**src/rtl/codec_cfg_pkg.sv**
```systemverilog
// Shared types and constants for the WM8731 configuration scheduler.
// Holds the FSM state encoding, the 24-bit I2C frame layout and the fixed init table.
package codec_cfg_pkg;

  typedef enum logic [2:0] {
    S_IDLE       = 3'd0,
    S_INIT_ISSUE = 3'd1,
    S_INIT_WAIT  = 3'd2,
    S_READY      = 3'd3,
    S_Q_ISSUE    = 3'd4,
    S_Q_WAIT     = 3'd5
  } state_t;

  typedef struct packed {
    logic [7:0] addr_w;
    logic [6:0] reg_addr;
    logic [8:0] data;
  } cfg_frame_t;

  localparam logic [6:0] DEF_DEV_ADDR = 7'h1A;
  localparam int         INIT_LEN     = 7;

  // Each entry is {reg[6:0], data[8:0]}, replayed in index order.
  localparam logic [15:0] INIT_TABLE [INIT_LEN] = '{
    {7'h0F, 9'h000},
    {7'h06, 9'h000},
    {7'h04, 9'h015},
    {7'h05, 9'h000},
    {7'h07, 9'h042},
    {7'h08, 9'h019},
    {7'h09, 9'h001}
  };

  function automatic cfg_frame_t make_frame(input logic [6:0] dev, input logic [15:0] entry);
    cfg_frame_t f;
    f.addr_w   = {dev, 1'b0};
    f.reg_addr = entry[15:9];
    f.data     = entry[8:0];
    return f;
  endfunction

endpackage

```
**src/rtl/codec_cfg_scheduler_fifo.sv**
```systemverilog
// Synchronous FIFO holding runtime register-write requests as {reg, data}.
// Full is decoded from the registered count, so a same-cycle pop never frees a slot.
module cfg_fifo #(
  parameter int WIDTH = 16,
  parameter int DEPTH = 4
) (
  input  logic                       clk,
  input  logic                       rst,
  input  logic                       push,
  input  logic [WIDTH-1:0]           wr_data,
  input  logic                       pop,
  output logic [WIDTH-1:0]           rd_data,
  output logic                       full,
  output logic                       empty,
  output logic [$clog2(DEPTH):0]     count
);
  localparam int AW = $clog2(DEPTH);

  logic [WIDTH-1:0] mem [DEPTH];
  logic [AW-1:0]    wptr;
  logic [AW-1:0]    rptr;
  logic             do_push;
  logic             do_pop;

  assign full    = (count == (AW+1)'(DEPTH));
  assign empty   = (count == '0);
  assign do_push = push && !full;
  assign do_pop  = pop && !empty;
  assign rd_data = mem[rptr];

  always_ff @(posedge clk) begin
    if (rst) begin
      wptr  <= '0;
      rptr  <= '0;
      count <= '0;
    end else begin
      if (do_push) begin
        mem[wptr] <= wr_data;
        wptr      <= wptr + 1'b1;
      end
      if (do_pop) rptr <= rptr + 1'b1;
      case ({do_push, do_pop})
        2'b10:   count <= count + 1'b1;
        2'b01:   count <= count - 1'b1;
        default: count <= count;
      endcase
    end
  end

endmodule

```
**src/rtl/codec_cfg_scheduler.sv**
```systemverilog
// Sequences every WM8731 register write over the single I2C link: init table first,
// then queued runtime requests, each sent as a 24-bit frame with NACK retry.
module codec_cfg_scheduler
  import codec_cfg_pkg::*;
#(
  parameter logic [6:0] DEV_ADDR  = DEF_DEV_ADDR,
  parameter int         QDEPTH    = 4,
  parameter int         RETRY_MAX = 3
) (
  input  logic        i_clk,
  input  logic        i_rst,
  input  logic        i_init_start,
  input  logic        i_req_valid,
  output logic        o_req_ready,
  input  logic [6:0]  i_req_reg,
  input  logic [8:0]  i_req_data,
  output logic        o_tx_start,
  output logic [23:0] o_tx_frame,
  input  logic        i_tx_done,
  input  logic        i_tx_nack,
  output logic        o_init_done,
  output logic        o_busy,
  output logic        o_err,
  output state_t      o_dbg_state
);
  // Handshakes: a request transfers on any clock where i_req_valid && o_req_ready.
  // A frame is offered by a one-cycle o_tx_start; i_tx_done (with i_tx_nack) closes it.
  localparam int             RW        = (RETRY_MAX < 1) ? 1 : $clog2(RETRY_MAX + 1);
  localparam logic [RW-1:0]  RETRY_LIM = RW'(RETRY_MAX);
  localparam logic [2:0]     INIT_LAST = 3'(INIT_LEN - 1);
  localparam int             CW        = $clog2(QDEPTH) + 1;

  state_t        state;
  logic [2:0]    init_idx;
  logic [RW-1:0] retry_cnt;
  cfg_frame_t    frame_q;

  logic          q_full;
  logic          q_empty;
  logic [CW-1:0] q_count;
  logic [15:0]   q_head;
  logic          q_pop;
  logic          retry_now;

  assign retry_now   = i_tx_nack && (retry_cnt < RETRY_LIM);
  assign q_pop       = (state == S_Q_WAIT) && i_tx_done && !retry_now;
  assign o_req_ready = !q_full;
  assign o_busy      = !(state == S_IDLE || state == S_READY) || (q_count != '0);
  assign o_tx_frame  = frame_q;
  assign o_dbg_state = state;

  cfg_fifo #(.WIDTH(16), .DEPTH(QDEPTH)) u_fifo (
    .clk     (i_clk),
    .rst     (i_rst),
    .push    (i_req_valid && o_req_ready),
    .wr_data ({i_req_reg, i_req_data}),
    .pop     (q_pop),
    .rd_data (q_head),
    .full    (q_full),
    .empty   (q_empty),
    .count   (q_count)
  );

  always_ff @(posedge i_clk) begin
    if (i_rst) begin
      state       <= S_IDLE;
      init_idx    <= '0;
      retry_cnt   <= '0;
      frame_q     <= '0;
      o_tx_start  <= 1'b0;
      o_init_done <= 1'b0;
      o_err       <= 1'b0;
    end else begin
      o_tx_start <= 1'b0;
      case (state)
        S_IDLE: begin
          if (i_init_start) begin
            init_idx <= '0;
            state    <= S_INIT_ISSUE;
          end
        end
        S_INIT_ISSUE: begin
          o_tx_start <= 1'b1;
          frame_q    <= make_frame(DEV_ADDR, INIT_TABLE[init_idx]);
          state      <= S_INIT_WAIT;
        end
        S_INIT_WAIT: begin
          if (i_tx_done) begin
            if (retry_now) begin
              retry_cnt <= retry_cnt + 1'b1;
              state     <= S_INIT_ISSUE;
            end else begin
              // A frame out of retries is dropped; the table still advances.
              retry_cnt <= '0;
              if (i_tx_nack) o_err <= 1'b1;
              if (init_idx < INIT_LAST) begin
                init_idx <= init_idx + 3'd1;
                state    <= S_INIT_ISSUE;
              end else begin
                o_init_done <= 1'b1;
                state       <= S_READY;
              end
            end
          end
        end
        S_READY: begin
          if (i_init_start) begin
            init_idx    <= '0;
            o_init_done <= 1'b0;
            state       <= S_INIT_ISSUE;
          end else if (!q_empty) begin
            state <= S_Q_ISSUE;
          end
        end
        S_Q_ISSUE: begin
          o_tx_start <= 1'b1;
          frame_q    <= make_frame(DEV_ADDR, q_head);
          state      <= S_Q_WAIT;
        end
        S_Q_WAIT: begin
          if (i_tx_done) begin
            if (retry_now) begin
              retry_cnt <= retry_cnt + 1'b1;
              state     <= S_Q_ISSUE;
            end else begin
              retry_cnt <= '0;
              if (i_tx_nack) o_err <= 1'b1;
              state <= S_READY;
            end
          end
        end
        default: state <= S_IDLE;
      endcase
    end
  end

endmodule

```
**config.mk**
```make
export PLATFORM = sky130hd
export DESIGN_NAME = codec_cfg_scheduler
export DESIGN_NICKNAME = d
export VERILOG_FILES = /design/src/rtl/codec_cfg_pkg.sv /design/src/rtl/codec_cfg_scheduler_fifo.sv /design/src/rtl/codec_cfg_scheduler.sv
export SDC_FILE = /design/constraint.sdc
export NUM_CORES = 1
export LEC_CHECK = 0
export BUFFER_PORTS_ARGS = -buffer_cell sky130_fd_sc_hd__buf_2
export CAP_MARGIN = 20
export CORE_ASPECT_RATIO = 0.9
export CORE_MARGIN = 2
export CORE_UTILIZATION = 52
export DETAILED_ROUTE_END_ITERATION = 16
export PLACE_DENSITY = 0.77
export SYNTH_ARGS = -nofsm -noshare
export SYNTH_HDL_FRONTEND = slang
export SYNTH_HIERARCHICAL = 1
export SYNTH_SLANG_ARGS = --single-unit
```
**constraint.sdc**
```tcl
create_clock -name i_clk -period 2.3 [get_ports i_clk]
set_input_delay 0.345 -clock i_clk [delete_from_list [all_inputs] [get_ports i_clk]]
set_output_delay 0.345 -clock i_clk [all_outputs]
set_load 0.05 [all_outputs]
```
==> results.sh <==
export IMPL_status="finished clean"
export IMPL_path_common_cell="inv_1"
export IMPL_seq_area_frac_synth_pct=60.2
export IMPL_chipHeight_um=91.5
export IMPL_synth_edf_count=64
export IMPL_ys_flop_type="edfxtp_1"
export IMPL_crit_path_end_kind="flip-flop"
export IMPL_report_final_hold_viol_count=0
export IMPL_via_per_inst=5.65
export IMPL_crit_type="reg2reg"
export IMPL_clockBufferDepth=2
export IMPL_globalplace_congestion=0.882
export IMPL_ys_ff_latch=101
export IMPL_finalCritPeriodShare_pct=99.0
export IMPL_worstMarginPinSlew_ns=0.629
export IMPL_cts_hold_buf=0
export IMPL_dp_hpwl_um=5500
export IMPL_synthDistinctLibCells=55
export IMPL_start_util_pct=54.3
export IMPL_crit_cells=12
export IMPL_startpoint_type="flip-flop"
export IMPL_antenna_found_initial=0
export IMPL_ios=54
export IMPL_portBuffers=48
export IMPL_total_power_mw=4.95
export IMPL_wl_per_cell_um=16.8
export IMPL_finalCriticalPeriod_ns=2.28
export IMPL_cpLargestDelayFamily="simple AND/OR/NAND/NOR gates"
export IMPL_syn_inst=331
export IMPL_p_leak_nw=1.88
export IMPL_clkSinkCount=101
export IMPL_synth_area_leaders="edfxtp_1 (43%), dfxtp_1 (17%), mux4_2 (5.1%)"
export IMPL_cts_root_buf="clkbuf_8"
export IMPL_firstDrtPassIters=4
export IMPL_fillers=611
export IMPL_path_max_fanout=4
export IMPL_syn_area_per_cell_sq_um=13.4
export IMPL_antenna_left=0
export IMPL_num_nets_final=428
export IMPL_grt_usage_pct=18.7
export IMPL_post_route_util_pct=62.7
export IMPL_syn_cell_area_sq_um=4420
export IMPL_cts_tree="built"
export IMPL_netlist_area_leader_share_pct=43.5
export IMPL_h_tree_depth=3
export IMPL_rsz0062_at_grt="yes"
export IMPL_cp_data_arrival_time_ns=2.56
export IMPL_cts_buffers_inserted=9
export IMPL_crit_path_max_incr_delay_ns=0.37
export IMPL_drt_iter0_markers=86
export IMPL_crit_slowest_cell="dfxtp_2"
export IMPL_min_delay_path_class="in2reg"
export IMPL_clock_latency_ns=0.36
export IMPL_die_w_um=101
export IMPL_row_count=31
export IMPL_ir_worst_vdd_mv=0.457
export IMPL_coreArea_sq_um=8150
export IMPL_grt_max_degree=33
export IMPL_slew_viol_final=0
export IMPL_synth_async_sr_flop_share_pct=0
export IMPL_dieArea_sq_um=9260
export IMPL_finalSetupViolCount=0
export IMPL_min_path_cells=1
export IMPL_drv_cap=0
export IMPL_skew_ns=0.00957
export IMPL_cp_required_ns=2.59
export IMPL_max_freq_mhz=439
export IMPL_path_buf_inv=2
export IMPL_drive_gt1_share_pct=31.2
export IMPL_syn2layout_area_growth_pct=15.5
export IMPL_diodes=0
export IMPL_wl_um=8340
export IMPL_grt_pass1_wl_um=13300
export IMPL_layout_common_cells="edfxtp_1 (64), buf_2 (48), dfxtp_1 (32)"
export IMPL_synth_top_area_cell="edfxtp_1"
export IMPL_final_common_cell="edfxtp_1"
export IMPL_power_density_nw_per_um2=969
export IMPL_synth_warnings=6
export IMPL_clk_pin_slew_worst_paths_ns=0.10
export IMPL_grt_overflow_total=0
export IMPL_maxSlewHeadroom_pct=58.1
export IMPL_reg2regPathDepth=12
export IMPL_first_global_vias=2716
export IMPL_crit_path_cell_trace="ha_4 -> nor2b_4 -> nor2_2 -> and3_4 -> o31ai_4 -> inv_1 -> ha_2 -> inv_1 -> fa_2 -> xor2_1 -> or3_1 -> a21oi_2"
export IMPL_dr_total_vias=2810
export IMPL_drc_errors=0
timing repair:
| action | CTS | global route |
|---|---|---|
| pin swaps | 3 | 3 |
| gates cloned | 0 | 0 |
| gates resized for setup | 7 | 9 |
| buffers inserted | 9 | 0 |
| endpoints found under the setup margin | 1 | 5 |
cell usage after synthesis, types with 2 or more instances:
cell type,n
xor2_1,3
ha_1,12
or3_1,6
nor2b_1,2
mux4_2,10
o31ai_1,2
a21oi_1,19
buf_6,2
o21ai_0,10
inv_1,12
buf_2,7
nand2_1,19
o211ai_1,4
mux2i_1,6
a22oi_1,10
mux4_1,6
buf_4,9
edfxtp_1,64
a311oi_1,3
dfxtp_1,37
nor3b_1,5
nand3b_1,4
nand3_1,2
or4_1,2
clkbuf_1,7
nand2b_1,8
nor4bb_1,2
xnor2_1,2
nor2_1,28
nand4b_1,3
cells by family (layout without fill, tap and decap cells):
logic type / Yosys count / count (layout) / synth area share [%]
compound gates: 59 / 59 / 8.66
xor+xnor: 5 / 5 / 0.991
fa+ha+maj: 13 / 13 / 3.85
buf+inv: 39 / 102 / 4.98
flops: 101 / 101 / 60.2
mux: 22 / 22 / 10.0
other cells: 1 / 5 / 0.0848
simple gates: 91 / 91 / 11.2
routing by layer:
| layer | GRT usage [%] | share of wire, % | up-vias |
|---|---|---|---|
| met4 | 6.42 | 1.3 | 0 |
| met1 | 24.8 | 44 | 1374 |
| li1 | - | - | 1345 |
| met3 | 4.23 | 5.0 | 10 |
| met5 | 0 | 0 | - |
| met2 | 30.3 | 49 | 81 |
final timing paths:
path | start | end | slack [ns]
max | retry_cnt[1] | u_fifo/count[2] | 0.02
min | i_req_data[5] | u_fifo/mem[2][5] | 0.19
max reg2reg | retry_cnt[1] | u_fifo/count[2] | 0.02
min reg2reg | o_tx_frame[0] | o_tx_frame[0] | 0.46
power by group:
group | switching, mW | internal [mW] | leakage, nW | total, mW
registers | 0.0897 | 2.09 | 0.885 | 2.18
logic | 1.18 | 0.539 | 0.905 | 1.72
clock network | 0.631 | 0.418 | 0.0932 | 1.05
total | 1.90 | 3.04 | 1.88 | 4.95
sequential cells by signal, summed over array words and instances (netlist names), named ones only:
signal,count
init_idx,3
o_dbg_state,3
o_err,1
o_init_done,1
o_tx_frame,17
o_tx_start,1
retry_cnt,2
u_fifo/count,3
u_fifo/mem,64
u_fifo/rptr,2
u_fifo/wptr,2
area by class of cell:
type / count / area (sq um) / share of cell area, %
clock buffer: 9 / 124 / 2.43
clock inverter: 7 / 62.6 / 1.23
inverter: 12 / 45.0 / 0.882
multi-input combinational: 195 / 1640 / 32.2
sequential: 101 / 2670 / 52.3
tap: 99 / 124 / 2.43
timing repair buffer: 74 / 435 / 8.53
per-stage QoR:
stage	setup WS (ns)	hold WS, ns	cells	TNS, ns	area [sq um]
after floorplan	-0.208	0.444	335	-13.23	4440
after global placement	-0.0160	0.443	473	-0.0160	4790
after detailed placement	-0.0786	0.452	473	-0.0786	4790
after CTS	0.00636	0.179	498	0	5060
after global routing	-0.0911	0.181	497	-0.0911	5110
final	0.0235	0.189	497	0	5110
(Power assumes the default switching activity.)
